$ cat src/rtl/shift_tx_ctrl_if.sv
// Upstream word handshake into shift_tx_ctrl: valid/ready plus word and bit order.
interface shift_tx_ctrl_if #(
   parameter int WIDTH = 8
) ();
   logic             in_valid;
   logic             in_ready;
   logic [WIDTH-1:0] in_data;
   logic             in_msb_first;

   modport master (output in_valid, output in_data, output in_msb_first, input in_ready);
   modport slave  (input in_valid, input in_data, input in_msb_first, output in_ready);
endinterface

$ cat src/rtl/shift_tx_ctrl.sv
// Loads a word into the external universal shift register and serializes it one bit per clock.
// Optional SHIFT_TX_ROTATE_EN recirculates the outgoing bit so the register ends holding the original word.
module shift_tx_ctrl #(
   parameter int   WIDTH    = 8,
   parameter int   CNT_W    = 4,
   parameter logic FILL_BIT = 1'b0
) (
   input  logic             clk,
   input  logic             rst_n,
   shift_tx_ctrl_if.slave   up,
   output logic             sr_s0,
   output logic             sr_s1,
   output logic [WIDTH-1:0] sr_par_in,
   output logic             sr_ser_in_sr,
   output logic             sr_ser_in_sl,
   input  logic [WIDTH-1:0] sr_par_out,
   output logic             ser_out,
   output logic             ser_valid,
   output logic             busy,
   output logic             done
);
   typedef enum logic [1:0] {S_IDLE, S_LOAD, S_SHIFT, S_DONE} state_t;

   localparam logic [CNT_W-1:0] LAST = CNT_W'(WIDTH-1);

   state_t           r_state, w_next;
   logic [CNT_W-1:0] r_cnt;
   logic [WIDTH-1:0] r_par_in;
   logic             r_dir;
   logic             w_accept;
   logic             w_last;
   logic             w_unused;

   assign up.in_ready = (r_state == S_IDLE);
   assign w_accept    = up.in_valid & up.in_ready;
   assign w_last      = (r_cnt == LAST);
   assign sr_par_in   = r_par_in;
   assign busy        = (r_state != S_IDLE);
   assign ser_out     = r_dir ? sr_par_out[WIDTH-1] : sr_par_out[0];
   assign w_unused    = ^sr_par_out;

   always_ff @(posedge clk or negedge rst_n) begin
      if (!rst_n) begin
         r_state  <= S_IDLE;
         r_cnt    <= '0;
         r_par_in <= '0;
         r_dir    <= 1'b0;
      end else begin
         r_state <= w_next;
         case (r_state)
            S_IDLE: if (w_accept) begin
               r_par_in <= up.in_data;
               r_dir    <= up.in_msb_first;
            end
            S_LOAD:  r_cnt <= '0;
            // clear on the last bit so the counter never passes WIDTH-1
            S_SHIFT: r_cnt <= w_last ? '0 : r_cnt + 1'b1;
            default: ;
         endcase
      end
   end

   always_comb begin
      w_next    = r_state;
      sr_s1     = 1'b0;
      sr_s0     = 1'b0;
      ser_valid = 1'b0;
      done      = 1'b0;
      case (r_state)
         S_IDLE: if (w_accept) w_next = S_LOAD;
         S_LOAD: begin
            sr_s1  = 1'b1;
            sr_s0  = 1'b1;
            w_next = S_SHIFT;
         end
         S_SHIFT: begin
            sr_s1     = r_dir;
            sr_s0     = ~r_dir;
            ser_valid = 1'b1;
            if (w_last) w_next = S_DONE;
         end
         S_DONE: begin
            done   = 1'b1;
            w_next = S_IDLE;
         end
         default: w_next = S_IDLE;
      endcase
   end

`ifdef SHIFT_TX_ROTATE_EN
   // feed the departing bit back into the vacated end of the active direction
   assign sr_ser_in_sr = (r_state == S_SHIFT && !r_dir) ? sr_par_out[0]       : FILL_BIT;
   assign sr_ser_in_sl = (r_state == S_SHIFT &&  r_dir) ? sr_par_out[WIDTH-1] : FILL_BIT;
`else
   assign sr_ser_in_sr = FILL_BIT;
   assign sr_ser_in_sl = FILL_BIT;
`endif
endmodule

$ cat src/flat_wrapper.sv
// flat-port wrapper written by rule: the top's interface ports become plain ports
module shift_tx_ctrl_flat 
#(
   parameter int   WIDTH    = 8,
   parameter int   CNT_W    = 4,
   parameter logic FILL_BIT = 1'b0
)
  (clk, rst_n, sr_s0, sr_s1, sr_par_in, sr_ser_in_sr, sr_ser_in_sl, sr_par_out, ser_out, ser_valid, busy, done, up_in_valid, up_in_data, up_in_msb_first, up_in_ready);
  shift_tx_ctrl_if #(.WIDTH(WIDTH)) up_i ();
  input  logic clk;
  input  logic rst_n;
  output logic sr_s0;
  output logic sr_s1;
  output logic [WIDTH-1:0] sr_par_in;
  output logic sr_ser_in_sr;
  output logic sr_ser_in_sl;
  input  logic [WIDTH-1:0] sr_par_out;
  output logic ser_out;
  output logic ser_valid;
  output logic busy;
  output logic done;
  input wire logic [$bits(up_i.in_valid)-1:0] up_in_valid;
  input wire logic [$bits(up_i.in_data)-1:0] up_in_data;
  input wire logic [$bits(up_i.in_msb_first)-1:0] up_in_msb_first;
  output wire logic [$bits(up_i.in_ready)-1:0] up_in_ready;
  assign up_i.in_valid = up_in_valid;
  assign up_i.in_data = up_in_data;
  assign up_i.in_msb_first = up_in_msb_first;
  assign up_in_ready = up_i.in_ready;
  shift_tx_ctrl #(.WIDTH(WIDTH), .CNT_W(CNT_W), .FILL_BIT(FILL_BIT)) u_core (.clk(clk), .rst_n(rst_n), .up(up_i), .sr_s0(sr_s0), .sr_s1(sr_s1), .sr_par_in(sr_par_in), .sr_ser_in_sr(sr_ser_in_sr), .sr_ser_in_sl(sr_ser_in_sl), .sr_par_out(sr_par_out), .ser_out(ser_out), .ser_valid(ser_valid), .busy(busy), .done(done));
endmodule
$ cat config.mk
export PLATFORM = sky130hd
export DESIGN_NAME = shift_tx_ctrl_flat
export DESIGN_NICKNAME = d
export VERILOG_FILES = /design/src/rtl/shift_tx_ctrl_if.sv /design/src/rtl/shift_tx_ctrl.sv /design/src/flat_wrapper.sv
export SDC_FILE = /design/constraint.sdc
export NUM_CORES = 1
export LEC_CHECK = 0
export ABC_AREA = 1
export CAP_MARGIN = 20
export CORE_MARGIN = 3
export CORE_UTILIZATION = 33
export DETAILED_ROUTE_END_ITERATION = 8
export GPL_ROUTABILITY_DRIVEN = 0
export PLACE_DENSITY = 0.72
export SETUP_SLACK_MARGIN = 0.3
export SLEW_MARGIN = 20
export SYNTH_ARGS = -nofsm -noshare
export SYNTH_HDL_FRONTEND = slang
export SYNTH_SLANG_ARGS = --single-unit
export TNS_END_PERCENT = 5
$ cat constraint.sdc
create_clock -name clk -period 3.25 [get_ports clk]
set_input_delay 0.4875 -clock clk [delete_from_list [all_inputs] [get_ports clk]]
set_output_delay 0.4875 -clock clk [all_outputs]
set_load 0.02 [all_outputs]
==> qor.csv, run 1 <==
metric,value,unit
outcome,"finished, final reports clean",
criticalPathCategory,flop to primary output,
setup_viol,0,
drtIter0Drc,8,
avgSynthCellArea,8.15,um2
antenna_found_initial,0,
antenna_cells,0,
worstPathArrival,2.11,ns
fp-row-count,17,
yosysUniqueCellTypes,16,
die_y,56.0,um
slowest_delay,0.61,ns
nets,156,
insertion_delay,0.27,ns
fmax,0.386,GHz
p_sw_frac,0.451,
path_cells,"inv_1, ha_1, inv_1, nor2_1, clkdlybuf4s50_1",
critPathBufInv,3,
crit_family,buffers and inverters,
seq_power_share,0.296,
ys_seq_elements,15,
skew,0.000977,ns
power,1.10,mW
ir_worst_vdd,0.707,mV
worstSetupEndpointType,primary output,
cts_resized,0,
syn_inst,101,
vias,736,
power_switching,0.498,mW
nFillCells,233,
dieWidth,56.0,um
initial_core_util,0.358,
worstPathRequired,2.76,ns
ctsHoldBuffers,0,
ys_seq_area_frac,0.456,
rsz0062_at_grt,no,
cts_sinks,15,
fin_crit,2.59,ns
crit_path_start_kind,flop,
relSlewSlack,0.564,
crit_path_frequent_cell,inv_1,
critPathSlowestCell,clkdlybuf4s50_1,
core,0.00230,mm2
final_cell_mix,"36 x nand2_1, 28 x clkdlybuf4s50_1, 15 x dfrtp_1",
grt_max_degree,16,
fin_tns_setup,0,ns
grt_pass1_wl,2970,um
overflow,0,
drv_cap,0,
portBuffers,28,
syn_to_final_growth,37.2,%
root_buffer,clkbuf_4,
drive_above_1_share,0.0543,
synth_area,823,um2
cts.htree.levels,1,
cts.clk_slew.worst_paths,0.08,ns
ant_nets,0,
final_common_cell,nand2_1,
dr.pass1.iters,4,
yosysWarnings,0,
fin_crit_sh,0.798,
drc,0,
cp_max_fo,7,
drv_slew,0,
worst_slew_pin_slew,0.653,ns
cts_buffer_depth,2,
finalWirelength,1720,um
viasPerCell,4.69,
hold_viol,0,
min_path_type,flop to flop,
grtUsageTotal,0.118,
die_area,0.00313,mm2
io_pins,37,
power_frac_comb,0.613,
intPower,0.606,mW
cts_tree,built,
p_leak,0.581,nW
grt_pass1_vias,720,
p_per_area,976,mW/mm2
post-cts-setup-buffers,0,
dp_hpwl,1390,um
routedWlPerCell,10.9,um
numCtsBuffers,3,
pwr-share-clk,0.091,
final timing paths:
path / to / depth (start not counted) / slack [ns] / from
max: sr_s1 / 5 / 0.66 / u_core.r_state[0]
min: u_core.sr_par_in[1] / 2 / 0.48 / u_core.sr_par_in[1]
max reg2reg: u_core.r_state[1] / 6 / 1.72 / u_core.r_state[0]
min reg2reg: u_core.sr_par_in[1] / 2 / 0.48 / u_core.sr_par_in[1]
max in group asynchronous: u_core.r_state[0] / 1 / 2.22 / rst_n
min in group asynchronous: u_core.r_cnt[0] / 1 / 0.61 / rst_n
stage by stage:
stage                     hold slack [ns]  setup slack [ns]   util  std cells  area (um2)
after floorplan                     0.192              1.43      -        102         827
after detailed placement            0.462             0.939  0.480        153        1100
final                               0.477             0.657  0.492        157        1130
after global routing                0.503             0.503  0.492        157        1130
after global placement              0.460             0.979  0.480        153        1100
after CTS                           0.483             0.628  0.492        157        1130
tightest hold or removal path, stage by stage, from the launching register on:
cell	delay (ns)
dfrtp_1	0.35
nand2_1	0.05
nand2_1	0.04
per-layer routing:
layer	global-route usage	share of wire
met1	0.136	0.40
met2	0.218	0.54
met3	0.0139	0.051
met4	0.0508	0.0052
met5	0	0
cell families after synthesis:
group | count (synthesis) | synth area share
buf+inv | 14 | 0.0881
flops | 15 | 0.456
other cells | 1 | 0.00455
compound gates | 3 | 0.0228
fa+ha+maj | 6 | 0.0912
xor+xnor | 1 | 0.0106
simple gates | 60 | 0.313
mux | 1 | 0.0137
sequential cells by signal, indices dropped and copies added (netlist names):
signal            flops
u_core.r_dir          1
u_core.r_cnt          4
u_core.sr_par_in      8
u_core.r_state        2
final cells by class:
type / instances / area [um2] / area share
multi-input combinational: 73 / 379 / 0.336
inverter: 9 / 33.8 / 0.0299
clock buffer: 4 / 26.3 / 0.0233
timing repair buffer: 28 / 280 / 0.248
tap: 28 / 35.0 / 0.0310
sequential: 15 / 375 / 0.332
Yosys cell counts, drive strengths merged:
library cell	count	area [um2]
nand2	38	158
buf	5	38.8
conb	1	3.75
o21ai	2	13.8
inv	9	33.8
dfrtp	15	375
nor2	8	30.0
mux2	1	11.3
ha	6	75.1
nand3	14	70.1
xnor2	1	8.76
a21oi	1	5.00
power by group through the flow:
stage	clock, mW	combinational (mW)	sequential [mW]
after floorplan	0	0.395	0.377
after global placement	0	0.664	0.328
after detailed placement	0	0.685	0.330
after CTS	0.107	0.685	0.327
after global routing	0.115	0.745	0.337
final	0.101	0.676	0.326
Note: power is estimated with default switching activity, not from simulation.
==> run 2, diff against run 1 <==
--- a/config.mk
+++ b/config.mk
@@ -11,7 +11,7 @@
 export CORE_UTILIZATION = 33
 export DETAILED_ROUTE_END_ITERATION = 8
 export GPL_ROUTABILITY_DRIVEN = 0
-export PLACE_DENSITY = 0.72
+export PLACE_DENSITY = 0.74
 export SETUP_SLACK_MARGIN = 0.3
 export SLEW_MARGIN = 20
 export SYNTH_ARGS = -nofsm -noshare
==> constraint.sdc (replaced) <==
create_clock -name clk -period 2.2 [get_ports clk]
set_input_delay 0.33 -clock clk [delete_from_list [all_inputs] [get_ports clk]]
set_output_delay 0.33 -clock clk [all_outputs]
set_load 0.02 [all_outputs]
==> run 2 against run 1 <==
Critical path depth decreased by 2; non-clock buffer count increased by 3; count of clock-buffer cells in the layout unchanged; sequential power increased by 48%; register-to-register slack got worse by 0.92 ns; via count decreased by 2.2%; core utilization increased by 1.1 points; cell count increased by 1.9%; worst setup slack got worse by 0.42 ns; clock power increased by 47%; final area increased by 2.3%; largest cell class unchanged.
==> qor.csv, run 2 (synthesis results as in run 1) <==
metric,value,unit,change
dp_cells,156,,+2.0%
drv_slew,0,,unchanged
worstPathRequired,1.87,ns,-0.89 ns
portBuffers,28,,unchanged
syn_to_final_growth,40.4,%,
cts_tree,built,,
path_cells,"inv_1, ha_1, clkdlybuf4s50_1",,
final_common_cell,nand2_1,,
fin_util,0.503,,+0.0114
grt_pass1_wl,3000,um,+1.1%
nets,159,,+1.9%
routedWlPerCell,10.4,um,-5.1%
die_area,0.00313,mm2,unchanged
power,1.64,mW,+48%
cp_max_fo,4,,-3
fin_tns_setup,0,ns,unchanged
insertion_delay,0.27,ns,about the same
skew,0.00227,ns,+0.00130 ns
dr.pass1.iters,4,,unchanged
critPathBufInv,2,,-1
layout_setup_ws,0.234,ns,-0.423 ns
criticalPathCategory,flop to primary output,,
die_y,56.0,um,unchanged
cts_buffer_depth,2,,unchanged
numCtsBuffers,3,,unchanged
p_per_area,1410,mW/mm2,+45%
viasPerCell,4.50,,-4.0%
dp_hpwl,1340,um,-3.5%
fin_crit,1.97,ns,
final_cell_mix,"36 x nand2_1, 24 x clkdlybuf4s50_1, 14 x nand3_1, 14 x dfrtp_1, 9 x inv_1",,
placed_area,0.00113,mm2,+2.0%
drive_above_1_share,0.0909,,+0.0366
vias,720,,-2.2%
hold_viol,0,,unchanged
antenna_found_initial,0,,unchanged
final_cells,160,,+1.9%
worstPathArrival,1.64,ns,-0.47 ns
p_leak,0.607,nW,+4.5%
cts.clk_slew.worst_paths,0.08,ns,about the same
root_buffer,clkbuf_4,,
critPathSlowestCell,clkdlybuf4s50_1,,
outcome,"finished, final reports clean",,
fp-row-count,17,,unchanged
fmax,0.509,GHz,
dieWidth,56.0,um,unchanged
crit_path_start_kind,flop,,
rsz0062_at_grt,yes,,
antenna_cells,0,,unchanged
drc,0,,unchanged
cts.htree.levels,1,,unchanged
grt_pass1_vias,737,,+2.4%
relSlewSlack,0.572,,+0.00854
grt_max_degree,16,,unchanged
initial_core_util,0.358,,unchanged
crit_family,buffers and inverters,,
fin_crit_sh,0.894,,
cts_sinks,15,,unchanged
slowest_delay,0.62,ns,about the same
finalWirelength,1660,um,-3.3%
min_path_type,input pin to async pin,,
drtIter0Drc,6,,-2
overflow,0,,unchanged
design_area,0.00116,mm2,+2.3%
io_pins,37,,unchanged
ant_nets,0,,unchanged
fin_hold_ws,0.451,ns,-0.0259 ns
setup_viol,0,,unchanged
ir_worst_vdd,0.947,mV,+34%
core,0.00230,mm2,unchanged
grtUsageTotal,0.119,,+0.000655
worst_slew_pin_slew,0.640,ns,-0.0128 ns
worstSetupEndpointType,primary output,,
place_ws,0.195,ns,-0.744 ns
largest_reg_flops,8,,unchanged
drv_cap,0,,unchanged
-- run 2: final timing paths --
check                      slack, ns  depth (start not counted)                   to                 from
setup reg to reg                0.80                          7      u_core.r_cnt[2]    u_core.r_state[0]
hold reg to reg                 0.48                          2  u_core.sr_par_in[5]  u_core.sr_par_in[5]
min in group clk                0.48                          2  u_core.sr_par_in[5]  u_core.sr_par_in[5]
hold / removal                  0.45                          1  u_core.sr_par_in[3]                rst_n
setup / recovery                0.23                          3          up_in_ready    u_core.r_state[0]
max in group asynchronous       1.30                          1    u_core.r_state[1]                rst_n
-- run 2: layout make-up --
type | count | area, um2
timing repair buffer | 31 | 303
clock buffer | 4 | 26.3
fill | 225 | 1140
tap | 28 | 35.0
multi-input combinational | 73 | 382
inverter | 9 | 33.8
sequential | 15 | 377
-- run 2: timing repair --
item                       CTS  global route
setup endpoints to repair    6             5
gates cloned                 0             0
setup buffers                0             0
hold buffers                 0             0
gates resized for setup      3             4
-- run 2: power breakdown --
part	leakage (nW)	internal [mW]	switching (mW)
Combinational	0.403	0.440	0.564
Clock	0.0150	0.0701	0.0781
Sequential	0.189	0.394	0.0898
Total	0.607	0.904	0.732
-- run 2: routing by layer --
metal	GRT usage	routed length, um	share of wire
met4	0.0407	9	0.0054
met1	0.147	713	0.43
met2	0.213	858	0.52
met3	0.0139	78	0.047
met5	0	0	0
==> run 3, diff against run 2 <==
--- a/config.mk
+++ b/config.mk
@@ -8,10 +8,11 @@
 export ABC_AREA = 1
 export CAP_MARGIN = 20
 export CORE_MARGIN = 3
-export CORE_UTILIZATION = 33
+export CORE_UTILIZATION = 36
 export DETAILED_ROUTE_END_ITERATION = 8
 export GPL_ROUTABILITY_DRIVEN = 0
-export PLACE_DENSITY = 0.74
+export HOLD_SLACK_MARGIN = 0.15
+export PLACE_DENSITY = 0.8
 export SETUP_SLACK_MARGIN = 0.3
 export SLEW_MARGIN = 20
 export SYNTH_ARGS = -nofsm -noshare
==> run 3 against run 2 <==
Fmax decreased by 0.37%; critical path type unchanged; clock power is essentially flat; worst setup slack got worse by 0.0073 ns; wire length down 0.12%.
==> qor.csv, run 3 (synthesis results as in run 1) <==
metric,value,unit,change
outcome,"finished, final reports clean",,
placed_area,0.00112,mm2,-0.11%
grt_max_degree,16,,unchanged
fin_crit_sh,0.897,,+0.00330
drive_above_1_share,0.0909,,unchanged
grt_pass1_vias,728,,-1.2%
worstPathRequired,1.87,ns,about the same
syn_to_final_growth,40.1,%,
drtIter0Drc,11,,+5
dr.pass1.iters,4,,unchanged
intPower,0.896,mW,-0.91%
criticalPathCategory,flop to primary output,,
fmax,0.507,GHz,-0.37%
largest_reg_flops,8,,unchanged
worst_slew_pin_slew,0.645,ns,+0.00478 ns
hold_viol,0,,unchanged
post-cts-setup-buffers,0,,unchanged
p_leak,0.614,nW,+1.1%
cts_tree,built,,
final_cell_mix,"36 x nand2_1, 24 x clkdlybuf4s50_1, 15 x dfrtp_1",,
overflow,0,,unchanged
ctsHoldBuffers,0,,unchanged
core,0.00206,mm2,-10%
cts.clk_slew.worst_paths,0.09,ns,about the same
routedWlPerCell,10.4,um,+0.51%
setup_viol,0,,unchanged
worstSetupEndpointType,primary output,,
design_area,0.00115,mm2,-0.22%
power_switching,0.742,mW,+1.4%
drv_slew,0,,unchanged
portBuffers,28,,unchanged
cts.htree.levels,1,,unchanged
root_buffer,clkbuf_4,,
drc,0,,unchanged
grt_pass1_wl,3000,um,unchanged
seq_power_share,0.295,,about the same
cts_sinks,15,,unchanged
fin_crit,1.97,ns,+0.00726 ns
relSlewSlack,0.569,,-0.00319
io_pins,37,,unchanged
antenna_found_initial,0,,unchanged
vias,745,,+3.5%
rsz0062_at_grt,yes,,
p_per_area,1420,mW/mm2,+0.34%
die_y,53.8,um,-3.8%
final_common_cell,nand2_1,,
cp_max_fo,6,,+2
grtUsageTotal,0.144,,+0.0246
crit_path_start_kind,flop,,
dieWidth,53.8,um,-3.8%
dp_hpwl,1380,um,+3.2%
insertion_delay,0.27,ns,about the same
power_frac_comb,0.614,,about the same
skew,0.00595,ns,+0.00367 ns
initial_core_util,0.399,,+0.0409
fin_util,0.559,,+0.0562
numCtsBuffers,3,,unchanged
nFillCells,200,,-11%
ir_worst_vdd,0.815,mV,-14%
p_sw_frac,0.453,,+0.00571
min_path_type,input pin to async pin,,
fin_tns_setup,0,ns,unchanged
fp-row-count,16,,-1
worstPathArrival,1.64,ns,about the same
pwr-share-clk,0.091,,about the same
antenna_cells,0,,unchanged
drv_cap,0,,unchanged
ant_nets,0,,unchanged
viasPerCell,4.69,,+4.1%
die_area,0.00290,mm2,-7.5%
cts_buffer_depth,2,,unchanged
finalWirelength,1660,um,-0.12%
nets,159,,unchanged
==> run 3: cell types whose count changed in the layout (fill, tap and decap cells not counted), sizes merged <==
| cell | before | now |
|---|---|---|
| clkbuf | 4 | 3 |
| clkdlybuf4s15 | 1 | 0 |
| clkinv | 0 | 1 |
| dlygate4sd2 | 2 | 3 |
==> run 3: power groups by stage <==
stage	Sequential, mW	Combinational, mW	Clock [mW]
2_1_floorplan	0.558	0.584	0
3_3_place_gp	0.482	1.01	0
3_5_place_dp	0.486	1.04	0
4_1_cts	0.486	1.02	0.159
5_1_grt	0.506	1.13	0.172
6_report	0.484	1.01	0.149
==> run 3: what timing repair did <==
| action | in CTS | in global routing |
|---|---|---|
| gates resized for setup | 3 | 2 |
| setup endpoints to repair | 6 | 5 |
| cloned | 0 | 0 |
| pin swaps | 0 | 0 |
==> run 3: final cells by class <==
| type | count | area (um2) | area share |
|---|---|---|---|
| multi-input cells | 73 | 382 | 0.331 |
| repair buffers | 31 | 302 | 0.261 |
| well taps | 27 | 33.8 | 0.0293 |
| flip-flops and latches | 15 | 375 | 0.325 |
| clock buffers | 3 | 22.5 | 0.0195 |
| clock inverters | 1 | 5.00 | 0.00434 |
| inverters | 9 | 33.8 | 0.0293 |
==> run 3: worst max-delay path, cell delays in order (launching register included) <==
cell and delay, ns:
dfrtp_1 0.42, inv_1 0.12, ha_2 0.23, inv_1 0.06
nor2_1 0.08, nor2_1 0.04, nor2_1 0.07, dlygate4sd2_1 0.33
==> run 3: through the flow <==
stage / hold WS (ns) / instances / power [mW] / worst slack [ns]
after floorplan: 0.0344 / 102 / 1.14 / 0.542
after global placement: 0.453 / 155 / 1.49 / 0.238
after detailed placement: 0.461 / 155 / 1.53 / 0.195
after CTS: 0.479 / 159 / 1.66 / 0.159
after global routing: 0.504 / 159 / 1.81 / 0.0420
final: 0.444 / 159 / 1.64 / 0.227
==> run 3: layer usage <==
metal	track usage	share of wire	vias up
li1	-	-	370
met1	0.177	0.43	342
met2	0.246	0.48	31
met3	0.0277	0.082	2
met4	0.0511	0.0072	0
met5	0	0	-
==> run 3: path summary, 6_finish.rpt <==
path,startpoint,endpoint,slack (ns),cells after the start
max in group asynchronous,rst_n,u_core.sr_par_in[1],1.33,1
min in group clk,u_core.sr_par_in[7],u_core.sr_par_in[7],0.48,2
worst max-delay path,u_core.r_state[0],sr_s0,0.23,7
worst max register to register,u_core.r_state[0],u_core.r_cnt[2],0.79,7
worst min register to register,u_core.sr_par_in[7],u_core.sr_par_in[7],0.48,2
worst min-delay path,rst_n,u_core.sr_par_in[2],0.44,1
